File: src/rtl/copro_bridge_pkg.sv
// Shared definitions for the coprocessor FIFO bridge: header layout,
// ingress states and status word bit positions.
package copro_bridge_pkg;

    localparam int CH_ID_MSB = 31;
    localparam int CH_ID_LSB = 28;
    localparam int LEN_MSB   = 15;
    localparam int LEN_LSB   = 0;

    typedef enum logic [1:0] {
        ST_HDR  = 2'd0,
        ST_PAY  = 2'd1,
        ST_EMIT = 2'd2,
        ST_DROP = 2'd3
    } in_state_e;

    localparam int STAT_STATE_LSB   = 0;
    localparam int STAT_BUSY_BIT    = 2;
    localparam int STAT_ERR_BIT     = 3;
    localparam int STAT_GNT_LSB     = 4;
    localparam int STAT_IN_CNT_LSB  = 8;
    localparam int STAT_OUT_CNT_LSB = 16;

    // Index width that stays legal for a single-entry range.
    function automatic int idx_w(input int n);
        return (n > 1) ? $clog2(n) : 1;
    endfunction

endpackage

File: src/rtl/rr_arbiter.sv
// Round-robin arbiter: grants only from idle, holds the grant while hold=1,
// and drops to idle for one cycle on release before re-arbitrating.
module rr_arbiter
    import copro_bridge_pkg::*;
#(
    parameter int NUM_CH = 4,
    parameter int IW     = idx_w(NUM_CH)
) (
    input  logic              clk,
    input  logic              reset,
    input  logic [NUM_CH-1:0] req,
    input  logic              hold,
    output logic [NUM_CH-1:0] gnt,
    output logic [IW-1:0]     gnt_idx
);

    logic [NUM_CH-1:0] gnt_q;
    logic [NUM_CH-1:0] pick;
    logic [IW-1:0]     pick_idx;
    logic [IW-1:0]     last_q;
    logic [IW-1:0]     idx_q;
    logic              found;

    // Search starts one past the previous winner so every requester gets a turn.
    always_comb begin
        pick     = '0;
        pick_idx = '0;
        found    = 1'b0;
        for (int j = 0; j < NUM_CH; j++) begin
            if (last_q == IW'(j)) begin
                for (int i = 1; i <= NUM_CH; i++) begin
                    if (!found && req[(j + i) % NUM_CH]) begin
                        found                   = 1'b1;
                        pick[(j + i) % NUM_CH]  = 1'b1;
                        pick_idx                = IW'((j + i) % NUM_CH);
                    end
                end
            end
        end
    end

    always_ff @(posedge clk) begin
        if (reset) begin
            gnt_q  <= '0;
            last_q <= IW'(NUM_CH - 1);
            idx_q  <= '0;
        end else if (|gnt_q) begin
            if (!hold) gnt_q <= '0;
        end else begin
            gnt_q <= pick;
            if (found) begin
                last_q <= pick_idx;
                idx_q  <= pick_idx;
            end
        end
    end

    assign gnt     = gnt_q;
    assign gnt_idx = idx_q;

endmodule

File: src/rtl/copro_fifo_bridge.sv
// Coprocessor endpoint of the HPS FIFO pair: framed ingress packets are packed
// into wide per-channel beats; channel results are arbitrated onto the egress FIFO.
//
// state | meaning
// HDR   | read one header word, decode channel id and payload length
// PAY   | read payload words into lanes of the current beat
// EMIT  | present the beat to the selected channel, no FIFO reads
// DROP  | read and discard the payload of a packet with a bad channel id
module copro_fifo_bridge
    import copro_bridge_pkg::*;
#(
    parameter int NUM_CH = 4,
    parameter int DATA_W = 128
) (
    input  logic                 clk_clk,
    input  logic                 reset_reset,
    input  logic [31:0]          fifo_to_copro_out_readdata,
    output logic                 fifo_to_copro_out_read,
    input  logic                 fifo_to_copro_out_waitrequest,
    output logic [31:0]          fifo_to_hps_in_writedata,
    output logic                 fifo_to_hps_in_write,
    input  logic                 fifo_to_hps_in_waitrequest,
    output logic [DATA_W-1:0]    ch_in_data,
    output logic [DATA_W/32-1:0] ch_in_keep,
    output logic                 ch_in_last,
    output logic [NUM_CH-1:0]    ch_in_valid,
    input  logic [NUM_CH-1:0]    ch_in_ready,
    input  logic [NUM_CH*32-1:0] ch_out_data,
    input  logic [NUM_CH-1:0]    ch_out_last,
    input  logic [NUM_CH-1:0]    ch_out_valid,
    output logic [NUM_CH-1:0]    ch_out_ready,
    output logic [31:0]          status
);

    localparam int PACK = DATA_W / 32;
    localparam int IW   = idx_w(NUM_CH);
    localparam int LW   = idx_w(PACK + 1);

    // Every handshake stays quiet during reset and the cycle right after it.
    logic run_q;
    logic active;

    always_ff @(posedge clk_clk) begin
        if (reset_reset) run_q <= 1'b0;
        else             run_q <= 1'b1;
    end

    assign active = run_q && !reset_reset;

    in_state_e         state_q, state_d;
    logic [IW-1:0]     id_q;
    logic [15:0]       rem_q;
    logic [LW-1:0]     lane_q;
    logic [DATA_W-1:0] data_q;
    logic [PACK-1:0]   keep_q;
    logic              err_q;
    logic [7:0]        pkt_in_q;
    logic [7:0]        pkt_out_q;
    logic [NUM_CH-1:0] ch_sel;
    logic [3:0]        hdr_id;
    logic [15:0]       hdr_len;
    logic              hdr_bad;
    logic              rd_xfer;
    logic              beat_acc;
    logic              last_word_in;

    assign hdr_id       = fifo_to_copro_out_readdata[CH_ID_MSB:CH_ID_LSB];
    assign hdr_len      = fifo_to_copro_out_readdata[LEN_MSB:LEN_LSB];
    assign hdr_bad      = {1'b0, hdr_id} >= 5'(NUM_CH);
    assign last_word_in = (rem_q == 16'd1);

    assign fifo_to_copro_out_read = active && (state_q != ST_EMIT);
    assign rd_xfer  = fifo_to_copro_out_read && !fifo_to_copro_out_waitrequest;
    assign beat_acc = active && (state_q == ST_EMIT) && |(ch_sel & ch_in_ready);

    always_comb begin
        ch_sel = '0;
        for (int i = 0; i < NUM_CH; i++) ch_sel[i] = (id_q == IW'(i));
    end

    always_ff @(posedge clk_clk) begin
        if (reset_reset) state_q <= ST_HDR;
        else             state_q <= state_d;
    end

    always_comb begin
        state_d     = state_q;
        ch_in_valid = '0;
        ch_in_data  = '0;
        ch_in_keep  = '0;
        ch_in_last  = 1'b0;
        case (state_q)
            ST_HDR: begin
                if (rd_xfer && hdr_len != 16'd0) state_d = hdr_bad ? ST_DROP : ST_PAY;
            end
            ST_PAY: begin
                if (rd_xfer && (lane_q == LW'(PACK - 1) || last_word_in)) state_d = ST_EMIT;
            end
            ST_EMIT: begin
                if (active) begin
                    ch_in_valid = ch_sel;
                    ch_in_data  = data_q;
                    ch_in_keep  = keep_q;
                    ch_in_last  = (rem_q == 16'd0);
                end
                if (beat_acc) state_d = (rem_q != 16'd0) ? ST_PAY : ST_HDR;
            end
            ST_DROP: begin
                if (rd_xfer && last_word_in) state_d = ST_HDR;
            end
            default: state_d = ST_HDR;
        endcase
    end

    // Beat assembly; unfilled lanes stay zero because the beat is cleared on each start.
    always_ff @(posedge clk_clk) begin
        if (reset_reset) begin
            id_q     <= '0;
            rem_q    <= '0;
            lane_q   <= '0;
            data_q   <= '0;
            keep_q   <= '0;
            err_q    <= 1'b0;
            pkt_in_q <= '0;
        end else begin
            case (state_q)
                ST_HDR: if (rd_xfer) begin
                    id_q   <= IW'(hdr_id);
                    rem_q  <= hdr_len;
                    lane_q <= '0;
                    data_q <= '0;
                    keep_q <= '0;
                    if (hdr_len != 16'd0 && hdr_bad) err_q <= 1'b1;
                end
                ST_PAY: if (rd_xfer) begin
                    for (int l = 0; l < PACK; l++) begin
                        if (lane_q == LW'(l)) begin
                            data_q[32*l +: 32] <= fifo_to_copro_out_readdata;
                            keep_q[l]          <= 1'b1;
                        end
                    end
                    lane_q <= lane_q + LW'(1);
                    rem_q  <= rem_q - 16'd1;
                end
                ST_EMIT: if (beat_acc) begin
                    lane_q <= '0;
                    data_q <= '0;
                    keep_q <= '0;
                    if (rem_q == 16'd0) pkt_in_q <= pkt_in_q + 8'd1;
                end
                ST_DROP: if (rd_xfer) begin
                    rem_q <= rem_q - 16'd1;
                    if (last_word_in) pkt_in_q <= pkt_in_q + 8'd1;
                end
                default: ;
            endcase
        end
    end

    logic [NUM_CH-1:0] gnt;
    logic [IW-1:0]     gnt_idx;
    logic [31:0]       eg_word;
    logic              eg_last;
    logic              eg_busy;
    logic              eg_xfer;
    logic              eg_release;

    rr_arbiter #(
        .NUM_CH (NUM_CH),
        .IW     (IW)
    ) u_arb (
        .clk     (clk_clk),
        .reset   (reset_reset),
        .req     (ch_out_valid),
        .hold    (!eg_release),
        .gnt     (gnt),
        .gnt_idx (gnt_idx)
    );

    always_comb begin
        eg_word = '0;
        eg_last = 1'b0;
        for (int i = 0; i < NUM_CH; i++) begin
            if (gnt[i]) begin
                eg_word = eg_word | ch_out_data[32*i +: 32];
                eg_last = eg_last | ch_out_last[i];
            end
        end
    end

    assign eg_busy                  = |gnt;
    assign fifo_to_hps_in_write     = active && |(ch_out_valid & gnt);
    assign fifo_to_hps_in_writedata = active ? eg_word : 32'd0;
    assign ch_out_ready             = (active && !fifo_to_hps_in_waitrequest) ? gnt : '0;
    assign eg_xfer                  = fifo_to_hps_in_write && !fifo_to_hps_in_waitrequest;
    assign eg_release               = eg_xfer && eg_last;

    always_ff @(posedge clk_clk) begin
        if (reset_reset)     pkt_out_q <= '0;
        else if (eg_release) pkt_out_q <= pkt_out_q + 8'd1;
    end

    always_comb begin
        status = '0;
        status[STAT_STATE_LSB +: 2]   = state_q;
        status[STAT_BUSY_BIT]         = eg_busy;
        status[STAT_ERR_BIT]          = err_q;
        status[STAT_GNT_LSB +: 4]     = 4'(gnt_idx);
        status[STAT_IN_CNT_LSB +: 8]  = pkt_in_q;
        status[STAT_OUT_CNT_LSB +: 8] = pkt_out_q;
    end

endmodule

File: config.mk
export PLATFORM = sky130hd
export DESIGN_NAME = copro_fifo_bridge
export DESIGN_NICKNAME = d
export VERILOG_FILES = /design/src/rtl/copro_bridge_pkg.sv /design/src/rtl/rr_arbiter.sv /design/src/rtl/copro_fifo_bridge.sv
export SDC_FILE = /design/constraint.sdc
export NUM_CORES = 1
export LEC_CHECK = 0
export ABC_AREA = 1
export CAP_MARGIN = 20
export CORE_AREA = 2 2 150 152
export DETAILED_ROUTE_END_ITERATION = 12
export DIE_AREA = 0 0 152 154
export PLACE_DENSITY = 0.8
export SYNTH_ARGS = -nofsm -noshare
export SYNTH_HDL_FRONTEND = slang
export SYNTH_SLANG_ARGS = --single-unit
File: constraint.sdc
create_clock -name clk_clk -period 7.1 [get_ports clk_clk]
set_input_delay 2.13 -clock clk_clk [delete_from_list [all_inputs] [get_ports clk_clk]]
set_output_delay 2.13 -clock clk_clk [all_outputs]
set_load 0.03 [all_outputs]
# Yosys cells after proc, flatten, opt, wreduce, memory -nomap -nowiden
# Cells that the tools add are included.
classes:
  addsub: 4
  order_cmp: 1
  eq_ne: 29
  n_mux: 127
  bitwise: 9
  n_reduce_logical: 72
op_table:
  columns: ["operator", "count"]
  rows:
  - ["2-to-1 mux 128 bit", 5]
  - ["one-hot mux 128 bit (3 select lines)", 1]
  - ["2-to-1 mux 32 bit", 9]
  - ["bitwise OR 32 bit", 3]
  - ["2-to-1 mux 1 bit", 60]
  - ["2-to-1 mux 4 bit", 14]
  - ["2-to-1 mux 2 bit", 24]
  - ["2-to-1 mux 16 bit", 2]
  - ["2-to-1 mux 8 bit", 4]
  - ["one-hot mux 16 bit (2 select lines)", 1]
  - ["nonzero test 16 bit", 2]
  - ["logical AND 1 bit", 28]
  - ["!= test 2 bit (second input constant)", 13]
  - ["AND reduction 5 bit", 5]
  - ["zero test 1 bit", 18]
  - ["adder 8 x 1 -> 8 bit (second input constant)", 2]
  - ["== test 16 x 1 -> 1 bit (second input constant)", 1]
  - ["zero test 16 bit", 1]
  - ["one-hot mux 8 bit (2 select lines)", 1]
  - ["subtractor 16 x 1 -> 16 bit (second input constant)", 1]
  - ["== test 2 bit (second input constant)", 6]
  - ["one-hot mux 4 bit (3 select lines)", 1]
  - ["OR reduction 4 bit", 3]
  - ["2-to-1 mux 3 bit", 3]
  - ["20 further kinds", 34]
totals:
  reg_bits: 181
  input_bits: 176
  out_inout_bits: 207
  elab_cells: 261

# Depth between registers and ports, before layout
# Gate-level depths: netlist of the first run.
logic_depth:
  depth_word: 63
  depth_mapped: 12
  mapped_depth_nobuf: 10

# By module
# Synthesis of the first run repeated with hierarchy kept, for this count alone.
unflattened:
  cells_unflattened: 1560
  hier_area_um2: 9893.2
by_module_without_submodules:
  columns: ["mod", "n_inst", "cells_per_inst", "area_each_um2", "seq_area_each_um2"]
  rows:
  - ["copro_fifo_bridge", 1, 1470, 9342.7, 3463.3]
  - ["rr_arbiter", 1, 90, 550.5, 160.2]

# Least setup slack after synthesis of the first run
# OpenSTA, ideal clock, no wires.
synth_path:
  path_kind: "in2out"
  from: "input reset_reset"
  to: "output ch_in_valid[0]"
  arrival_ns: 3.441
  required_time_ns: 4.970
  slack_ns: 1.529
  path_stages: 5
  path_buffers: 2
  path_cell_list: "buf_2 -> nor2_8 -> nand2_1 -> buf_2 -> nor3_1"
synth_between:
  elab_chain_len: 4
synth_lines:
  columns: ["element", "line_no", "rtl"]
  rows:
  - ["start: declaration", "copro_fifo_bridge.sv:16", "input logic reset_reset,"]
  - ["zero test 1 bit", "copro_fifo_bridge.sv:48", "assign active = run_q && !reset_reset;"]
  - ["logical AND 1 bit", "copro_fifo_bridge.sv:48", null]
  - ["2-to-1 mux 4 bit", "copro_fifo_bridge.sv:100", "if (active) begin"]
  - ["2-to-1 mux 4 bit", "copro_fifo_bridge.sv:92", "case (state_q)"]
  - ["end: declaration", "copro_fifo_bridge.sv:26", "output logic [NUM_CH-1:0] ch_in_valid,"]
# No other way between the ends.

# Worst setup path in the final report of the first run
layout_path:
  from: "input reset_reset"
  to: "output ch_in_data[56]"
layout_between:
  elab_chain_len: 4
layout_lines:
  columns: ["element", "line_no", "rtl"]
  rows:
  - ["zero test 1 bit", "copro_fifo_bridge.sv:48", null]
  - ["logical AND 1 bit", "copro_fifo_bridge.sv:48", null]
  - ["2-to-1 mux 128 bit", "copro_fifo_bridge.sv:100", null]
  - ["2-to-1 mux 128 bit", "copro_fifo_bridge.sv:92", null]
  - ["end: declaration", "copro_fifo_bridge.sv:23", "output logic [DATA_W-1:0] ch_in_data,"]
# No other way between the ends.

==> results of run 1 <==
==> flip-flops by register name, summed over array words and instances, names as in the netlist, 2 cells and up <==
signal and flops:
data_q 128, id_q 2, keep_q 4, lane_q 3, pkt_in_q 8, pkt_out_q 8, rem_q 16, state_q 2
u_arb.gnt 4, u_arb.gnt_idx 2, u_arb.last_q 2
==> stage by stage <==
| step | cells | setup WS, ns |
|---|---|---|
| 6_report | 2128 | 0.856 |
| 5_1_grt | 2128 | 0.759 |
| 3_5_place_dp | 2096 | 0.832 |
| 2_1_floorplan | 1531 | 1.53 |
| 3_3_place_gp | 2096 | 0.881 |
| 4_1_cts | 2128 | 0.840 |
==> metal layers <==
metal / share of wire (%) / global-route usage, %
met3: 7.5 / 5.33
met2: 46 / 44.4
met4: 2.0 / 6.32
met5: 0 / 0
met1: 44 / 39.3
==> power by group through the flow <==
stage                     Clock, uW  Sequential [uW]  Combinational (uW)
final                          1000             1150                1060
after floorplan                   0             1180                 686
after global routing           1050             1160                1160
after detailed placement          0             1180                1040
after CTS                      1010             1150                1050
after global placement            0             1170                1030
==> cell type report <==
cell class / instances / area, um^2
fillers: 1925 / 7570
multi-input cells: 1033 / 4870
repair buffers: 388 / 3850
flip-flops and latches: 181 / 3620
inverters: 214 / 803
clock buffers: 18 / 439
well taps: 280 / 350
clock inverters: 14 / 184
==> cell usage after synthesis (2+ instances only) <==
library cell / number / area [um^2]
a211oi_1: 2 / 15.0
a21oi_1: 67 / 335
a221oi_1: 32 / 280
a22o_1: 33 / 289
a31oi_1: 3 / 18.8
buf_1: 9 / 33.8
buf_2: 13 / 65.1
buf_4: 14 / 105
buf_6: 6 / 67.6
clkbuf_1: 60 / 225
dfxtp_1: 181 / 3620
ha_1: 9 / 113
inv_1: 209 / 785
inv_2: 4 / 15.0
nand2_1: 256 / 961
nand2_2: 4 / 25.0
nand3_1: 29 / 145
nand4_1: 24 / 150
nor2_1: 361 / 1360
nor2_2: 3 / 18.8
nor3_1: 14 / 70.1
o211ai_1: 4 / 30.0
o21ai_0: 93 / 465
o21ai_1: 70 / 350
xnor2_1: 3 / 26.3
xor2_1: 6 / 52.6
==> kinds of logic after synthesis <==
group / after synthesis / synth area share, %
AOI/OAI and AO/OA: 307 / 18.5
xor gates and xnor gates: 9 / 0.809
adders and majority gates: 9 / 1.16
buffers and inverters: 317 / 13.4
DFF: 181 / 37.2
other: 1 / 0.0385
and+or+nand+nor: 698 / 28.9
==> final timing paths <==
check,end,slack (ns),cells past startpoint
setup / recovery,ch_in_data[56],0.86,6
hold / removal,data_q[46],0.46,2
setup reg to reg,data_q[7],4.24,11
hold reg to reg,data_q[46],0.46,2
==> worst max-delay path: cells and delay by family <==
kind	cells	cell delay, ns
and+or+nand+nor	3	0.72
buffers and inverters	3	1.19
==> out/summary.log, run 1 <==
INFO  cells_and_area final_nets=2,020
INFO  cts            cts_hold_buffers=0
INFO  worst_hold_path hp-start=data_q[46]
INFO  drt            drcViolationCount=0
INFO  logic_synthesis ys_async_sr_fraction=0%
INFO  logic_synthesis synth_seq_cells=181
INFO  status         outcome=completed
INFO  power_and_ir_drop p_leak=0.00597uW
INFO  power_and_ir_drop vdd_drop_max=0.179mV
INFO  power_and_ir_drop finalPower=3210uW
INFO  cells_and_area layout_commonest_cell=clkdlybuf4s50_1
INFO  timing         layout_worst_path_cycle_share=88.0%
INFO  cts            cts_buffer_depth=2
INFO  global_routing global_route.overflow_total=0
INFO  timing         timing.slew.headroom=27.9%
INFO  timing         whs=0.457ns
INFO  worst_setup_path cp_common_cell=buf_4
INFO  cts            number_of_post_cts_setup_repair_buffers=0
INFO  cts            cts_made_buffers=17
INFO  worst_setup_path worst-endpoint-arrival=4.11ns
INFO  place          dp_hpwl=24,900um
INFO  timing         timing_hold_violations_final=0
INFO  power_and_ir_drop power.share.sequential=35.9%
INFO  power_and_ir_drop power.internal=2070uW
INFO  worst_setup_path endpoint_kind=primary output
INFO  cts            cts_num_sinks=181
INFO  cells_and_area areaGrowthSynthToFinish=44.9%
INFO  worst_setup_path timing.rr.start=state_q[0]
INFO  floorplanning  floorplan.die.height=154um
INFO  cts            cts_tree=done
INFO  power_and_ir_drop psw=1140uW
INFO  cts            post_cts_resized=0
INFO  cells_and_area top_library_cells_by_usage_in_the_layout_fill_and_taps_aside=clkdlybuf4s50_1, nor2_1, nand2_1
INFO  floorplanning  core_rows=54
INFO  cts            htreeDepth=4
INFO  global_routing grt_pass1_wl=52,800um
INFO  cells_and_area finish.instance_area=0.0141mm^2
INFO  place          dpl-instance-area=0.0135mm^2
INFO  timing         layout_min_cycle_time=6.24ns
INFO  run            maxCapViolCount=0
INFO  floorplanning  die-area=0.0234mm^2
INFO  worst_setup_path crit_fanout=60
INFO  worst_setup_path worst-setup-path-type=in2out
INFO  timing         worst_clock_skew=0.00939ns
INFO  global_routing vias_in_the_first_global_route=9,852
INFO  global_routing grt_start_max_net_pins=94
INFO  floorplanning  core_region_area=0.0217mm^2
INFO  cells_and_area n_antenna_cell=0
INFO  worst_setup_path critPathSlowestCell=clkdlybuf4s50_1
INFO  logic_synthesis mappedNetlistArea=0.00975mm^2
INFO  drt            routed_via_density=5.16
INFO  logic_synthesis dominantRegCellSynth=dfxtp_1
INFO  worst_setup_path cp_slowest_stage_delay=0.69ns
INFO  logic_synthesis syn_area_per_cell=6.40um^2
INFO  timing         final_layout_setup_total_negative_slack=0ns
INFO  worst_hold_path holdCritPathClass=reg2reg
INFO  worst_setup_path cp_cell_sequence=buf_4 -> nor2_8 -> nand2_4 -> buf_4 -> nor2_1 -> clkdlybuf4s50_1
INFO  logic_synthesis synth-edff-count=0
INFO  worst_setup_path timing.critical_path.required=4.97ns
INFO  timing         timing_max_transition_violations_final=0
INFO  cells_and_area final_layout_size_suffix_gt1_share=3.84%
INFO  cts            cts_root_buf=clkbuf_16
INFO  timing         unrepaired_setup_endpoints_after_global_routing=false
INFO  power_and_ir_drop power_switching_share=35.6%
INFO  timing         fmaxAchievable=160MHz
INFO  floorplanning  chipWidth=152um
INFO  timing         tightestPinTransition=1.08ns
INFO  logic_synthesis synth.yosys.seq_area_share=37.2%
INFO  drt            routed_wire_length_per_instance=16.2um
INFO  logic_synthesis netlist_instances=1,522
INFO  floorplanning  floorplan.io_pins=383
INFO  cts            clk_pin_slew=0.07ns
INFO  drt            num_vias=10,972
INFO  floorplanning  start_util=44.9%
INFO  place          port_buffers=372
INFO  power_and_ir_drop power_density=228mW/mm^2
INFO  timing         final-setup-viol-count=0
INFO  cts            worst_skew_pair.late_latency=0.43ns
INFO  place          finalWeightedCongestion=0.933
INFO  global_routing groute.usage.overall=27.9%
INFO  worst_setup_path cp-start-kind=input pin
INFO  power_and_ir_drop comb_power_share=33.0%
INFO  global_routing grt_antenna_before_repair=0
INFO  logic_synthesis synth.lib_cells_used.distinct=39
INFO  drt            drt.antenna.violating_nets=0
INFO  cells_and_area fin_util=65.1%
INFO  power_and_ir_drop clock_power_share=31.1%
INFO  drt            initialDrtViolationCount=1,041
INFO  logic_synthesis yosysWarnings=0
INFO  drt            finalWirelength=34,500um
INFO  drt            drt_pre_antenna_iters=8
INFO  worst_setup_path worstSetupStartpoint=reset_reset
Power figures use the tool's default switching activity.
==> inputs of run 2 (changes only) <==
CORE_AREA = default   (was 2 2 150 152)
CORE_ASPECT_RATIO = 0.9   (was default)
CORE_MARGIN = 2   (was default)
CORE_UTILIZATION = 40   (was default)
DIE_AREA = default   (was 0 0 152 154)
PLACE_DENSITY = 0.75   (was 0.8)
clock period = 5.4 ns   (was 7.1 ns; I/O delays follow)
==> run 2 against run 1 <==
  * Register-to-register slack got worse by 1.8 ns
  * Via count fell by 0.34%
  * Sequential share of layout area hardly changed
  * Sequential power is 33% higher
  * Clock power grew 19%
  * First-iteration DRC count up 14%
  * Non-clock buffer count grew 4
  * Flip-flop and latch count is the same
  * Largest power group unchanged
  * Highest routed layer unchanged
==> out/summary.log, run 2 (same netlist as run 1, synthesis figures left out) <==
INFO  cells_and_area top_library_cells_by_usage_in_the_layout_fill_and_taps_aside=nor2_1, clkdlybuf4s50_1, nand2_1 [was clkdlybuf4s50_1, nor2_1, nand2_1]
INFO  timing         final_layout_setup_total_negative_slack=0ns [unchanged]
INFO  cts            cts_num_sinks=181 [unchanged]
INFO  cells_and_area final_layout_size_suffix_gt1_share=6.26% [was 3.84%]
INFO  place          dp_hpwl=25,400um [was 24,900 um]
INFO  drt            drt.antenna.violating_nets=0 [unchanged]
INFO  cts            cts_tree=done [unchanged]
INFO  cells_and_area layout_commonest_cell=nor2_1 [was clkdlybuf4s50_1]
INFO  drt            initialDrtViolationCount=1,189 [was 1,041]
INFO  worst_setup_path cp_cell_sequence=buf_4 -> nor2_8 -> nand2_4 -> buf_12 -> nor3_1 -> clkdlybuf4s50_1 [was buf_4 -> nor2_8 -> nand2_4 -> buf_4 -> nor2_1 -> clkdlybuf4s50_1]
INFO  timing         timing_max_transition_violations_final=0 [unchanged]
INFO  floorplanning  core_region_area=0.0241mm^2 [was 0.0217 mm^2]
INFO  cts            cts_made_buffers=17 [unchanged]
INFO  power_and_ir_drop power_density=290mW/mm^2 [was 228 mW/mm^2]
INFO  cts            cts_buffer_depth=2 [unchanged]
INFO  cells_and_area multiInputGateArea=0.00487mm^2 [unchanged]
INFO  cells_and_area n_antenna_cell=0 [unchanged]
INFO  power_and_ir_drop vdd_drop_max=0.225mV [was 0.179 mV]
INFO  timing         worst_clock_skew=0.00923ns [was 0.00939 ns]
INFO  worst_setup_path crit_fanout=134 [was 60]
INFO  cells_and_area register_area=0.00362mm^2 [unchanged]
INFO  power_and_ir_drop p_leak=0.00606uW [was 0.00597 uW]
INFO  cts            htreeDepth=4 [unchanged]
INFO  timing         layout_min_cycle_time=4.94ns
INFO  worst_setup_path cp-start-kind=input pin [unchanged]
INFO  global_routing grt_pass1_wl=53,700um [was 52,800 um]
INFO  floorplanning  die-area=0.0256mm^2 [was 0.0234 mm^2]
INFO  cells_and_area areaGrowthSynthToFinish=45.0% [was 44.9%]
INFO  cells_and_area flip_flop_count_of_the_largest_register_after_layout=128 [unchanged]
INFO  place          port_buffers=372 [unchanged]
INFO  worst_setup_path worst-setup-path-type=in2out [unchanged]
INFO  floorplanning  chipWidth=169um [was 152 um]
INFO  cells_and_area registers.top_by_ff_count=data_q [unchanged]
INFO  cts            worst_skew_pair.late_latency=0.44ns [was 0.43 ns]
INFO  global_routing groute.usage.overall=26.1% [was 27.9%]
INFO  cells_and_area final_nets=2,024 [was 2,020]
INFO  timing         timing_hold_violations_final=0 [unchanged]
INFO  drt            drcViolationCount=0 [unchanged]
INFO  timing         layout_worst_path_cycle_share=91.5%
INFO  cells_and_area final.fill_count=2,249 [was 1,925]
INFO  timing         unrepaired_setup_endpoints_after_global_routing=false [unchanged]
INFO  power_and_ir_drop finalPower=4090uW [was 3210 uW]
INFO  global_routing grt_antenna_before_repair=0 [unchanged]
INFO  global_routing vias_in_the_first_global_route=9,773 [was 9,852]
INFO  worst_setup_path cp_slowest_stage_delay=0.71ns [was 0.69 ns]
INFO  worst_setup_path timing.rr.start=state_q[0] [unchanged]
INFO  run            maxCapViolCount=0 [unchanged]
INFO  worst_setup_path endpoint_kind=primary output [unchanged]
INFO  drt            routed_wire_length_per_instance=16.0um [was 16.2 um]
INFO  cells_and_area largest_registers=data_q x128, rem_q x16 [unchanged]
INFO  drt            finalWirelength=34,500um [about the same]
INFO  status         outcome=completed [unchanged]
INFO  worst_setup_path worstSetupStartpoint=reset_reset [unchanged]
INFO  floorplanning  core_rows=54 [unchanged]
INFO  worst_setup_path timing.reg2reg.setup_slack=2.43ns [was 4.24 ns]
INFO  drt            num_vias=10,935 [was 10,972]
INFO  cts            post_cts_resized=0 [unchanged]
INFO  timing         final-setup-viol-count=0 [unchanged]
INFO  timing         fmaxAchievable=202MHz
INFO  drt            drt_pre_antenna_iters=6 [was 8]
INFO  floorplanning  floorplan.die.height=152um [was 154 um]
INFO  timing         timing.slew.headroom=40.1% [was 27.9%]
INFO  floorplanning  floorplan.io_pins=383 [unchanged]
INFO  cts            number_of_post_cts_setup_repair_buffers=0 [unchanged]
INFO  cts            cts_hold_buffers=0 [unchanged]
INFO  cts            clk_pin_slew=0.07ns [about the same]
INFO  worst_setup_path worst-endpoint-arrival=3.32ns [was 4.11 ns]
INFO  global_routing grt_start_max_net_pins=135 [was 94]
INFO  cts            cts_root_buf=clkbuf_16 [unchanged]
INFO  worst_setup_path critPathSlowestCell=clkdlybuf4s50_1 [unchanged]
INFO  place          finalWeightedCongestion=0.887 [was 0.933]
INFO  worst_hold_path hp-start=keep_q[0] [was data_q[46]]
INFO  worst_setup_path timing.critical_path.required=3.78ns [was 4.97 ns]
INFO  drt            routed_via_density=5.06 [was 5.16]
INFO  worst_hold_path holdCritPathClass=reg2reg [unchanged]
INFO  timing         tightestPinTransition=0.899ns [was 1.08 ns]
INFO  global_routing global_route.overflow_total=0 [unchanged]
INFO  floorplanning  start_util=40.4% [was 44.9%]
[run 2: cell types whose count changed in the layout (fill, tap and decap cells not counted), sizes merged]
cell           delta
clkdlybuf4s50    -41
clkbuf            -1
clkinvlp          +3
bufinv            -2
buf              +45
[run 2: worst max-delay path: cells and delay by family]
| kind | cells | cell delay (ns) |
|---|---|---|
| buf+inv | 3 | 1.04 |
| simple gates | 3 | 0.50 |
[run 2: path summary, 6_finish.rpt]
kind,to,cells past startpoint
max reg2reg,keep_q[3],12
min,keep_q[0],2
max,ch_in_valid[2],6
min reg2reg,keep_q[0],2
[run 2: cell type report]
class | count | area share [%]
timing repair buffer | 392 | 27.5
inverter | 214 | 5.68
multi-input combinational | 1033 | 34.4
sequential | 181 | 25.6
clock buffer | 17 | 3.01
tap | 308 | 2.73
clock inverter | 15 | 0.956
[run 2: per-stage QoR]
stage          utilization (%)  std cells  worst slack, ns  cell area [um^2]  hold slack [ns]
4_1_cts                   58.6       2160            0.547             14100            0.461
2_1_floorplan                -       1531            0.849              9780            0.430
5_1_grt                   58.6       2160            0.422             14100            0.481
3_5_place_dp              56.3       2128            0.549             13600            0.451
6_report                  58.6       2160            0.457             14100            0.463
3_3_place_gp              56.3       2128            0.576             13600            0.442
[run 2: metal layers]
layer,GRT usage (%),up-vias,routed length [um]
met1,37.9,5029,16100
met5,0,-,0
li1,-,5432,-
met4,6.16,0,524
met2,40.1,425,15600
met3,4.53,49,2200
[run 2: report_power, final]
part	leakage (uW)	internal [uW]	switching (uW)
clock	0.000264	607	582
combinational	0.00432	551	828
sequential	0.00148	1460	61.4
total	0.00606	2620	1470
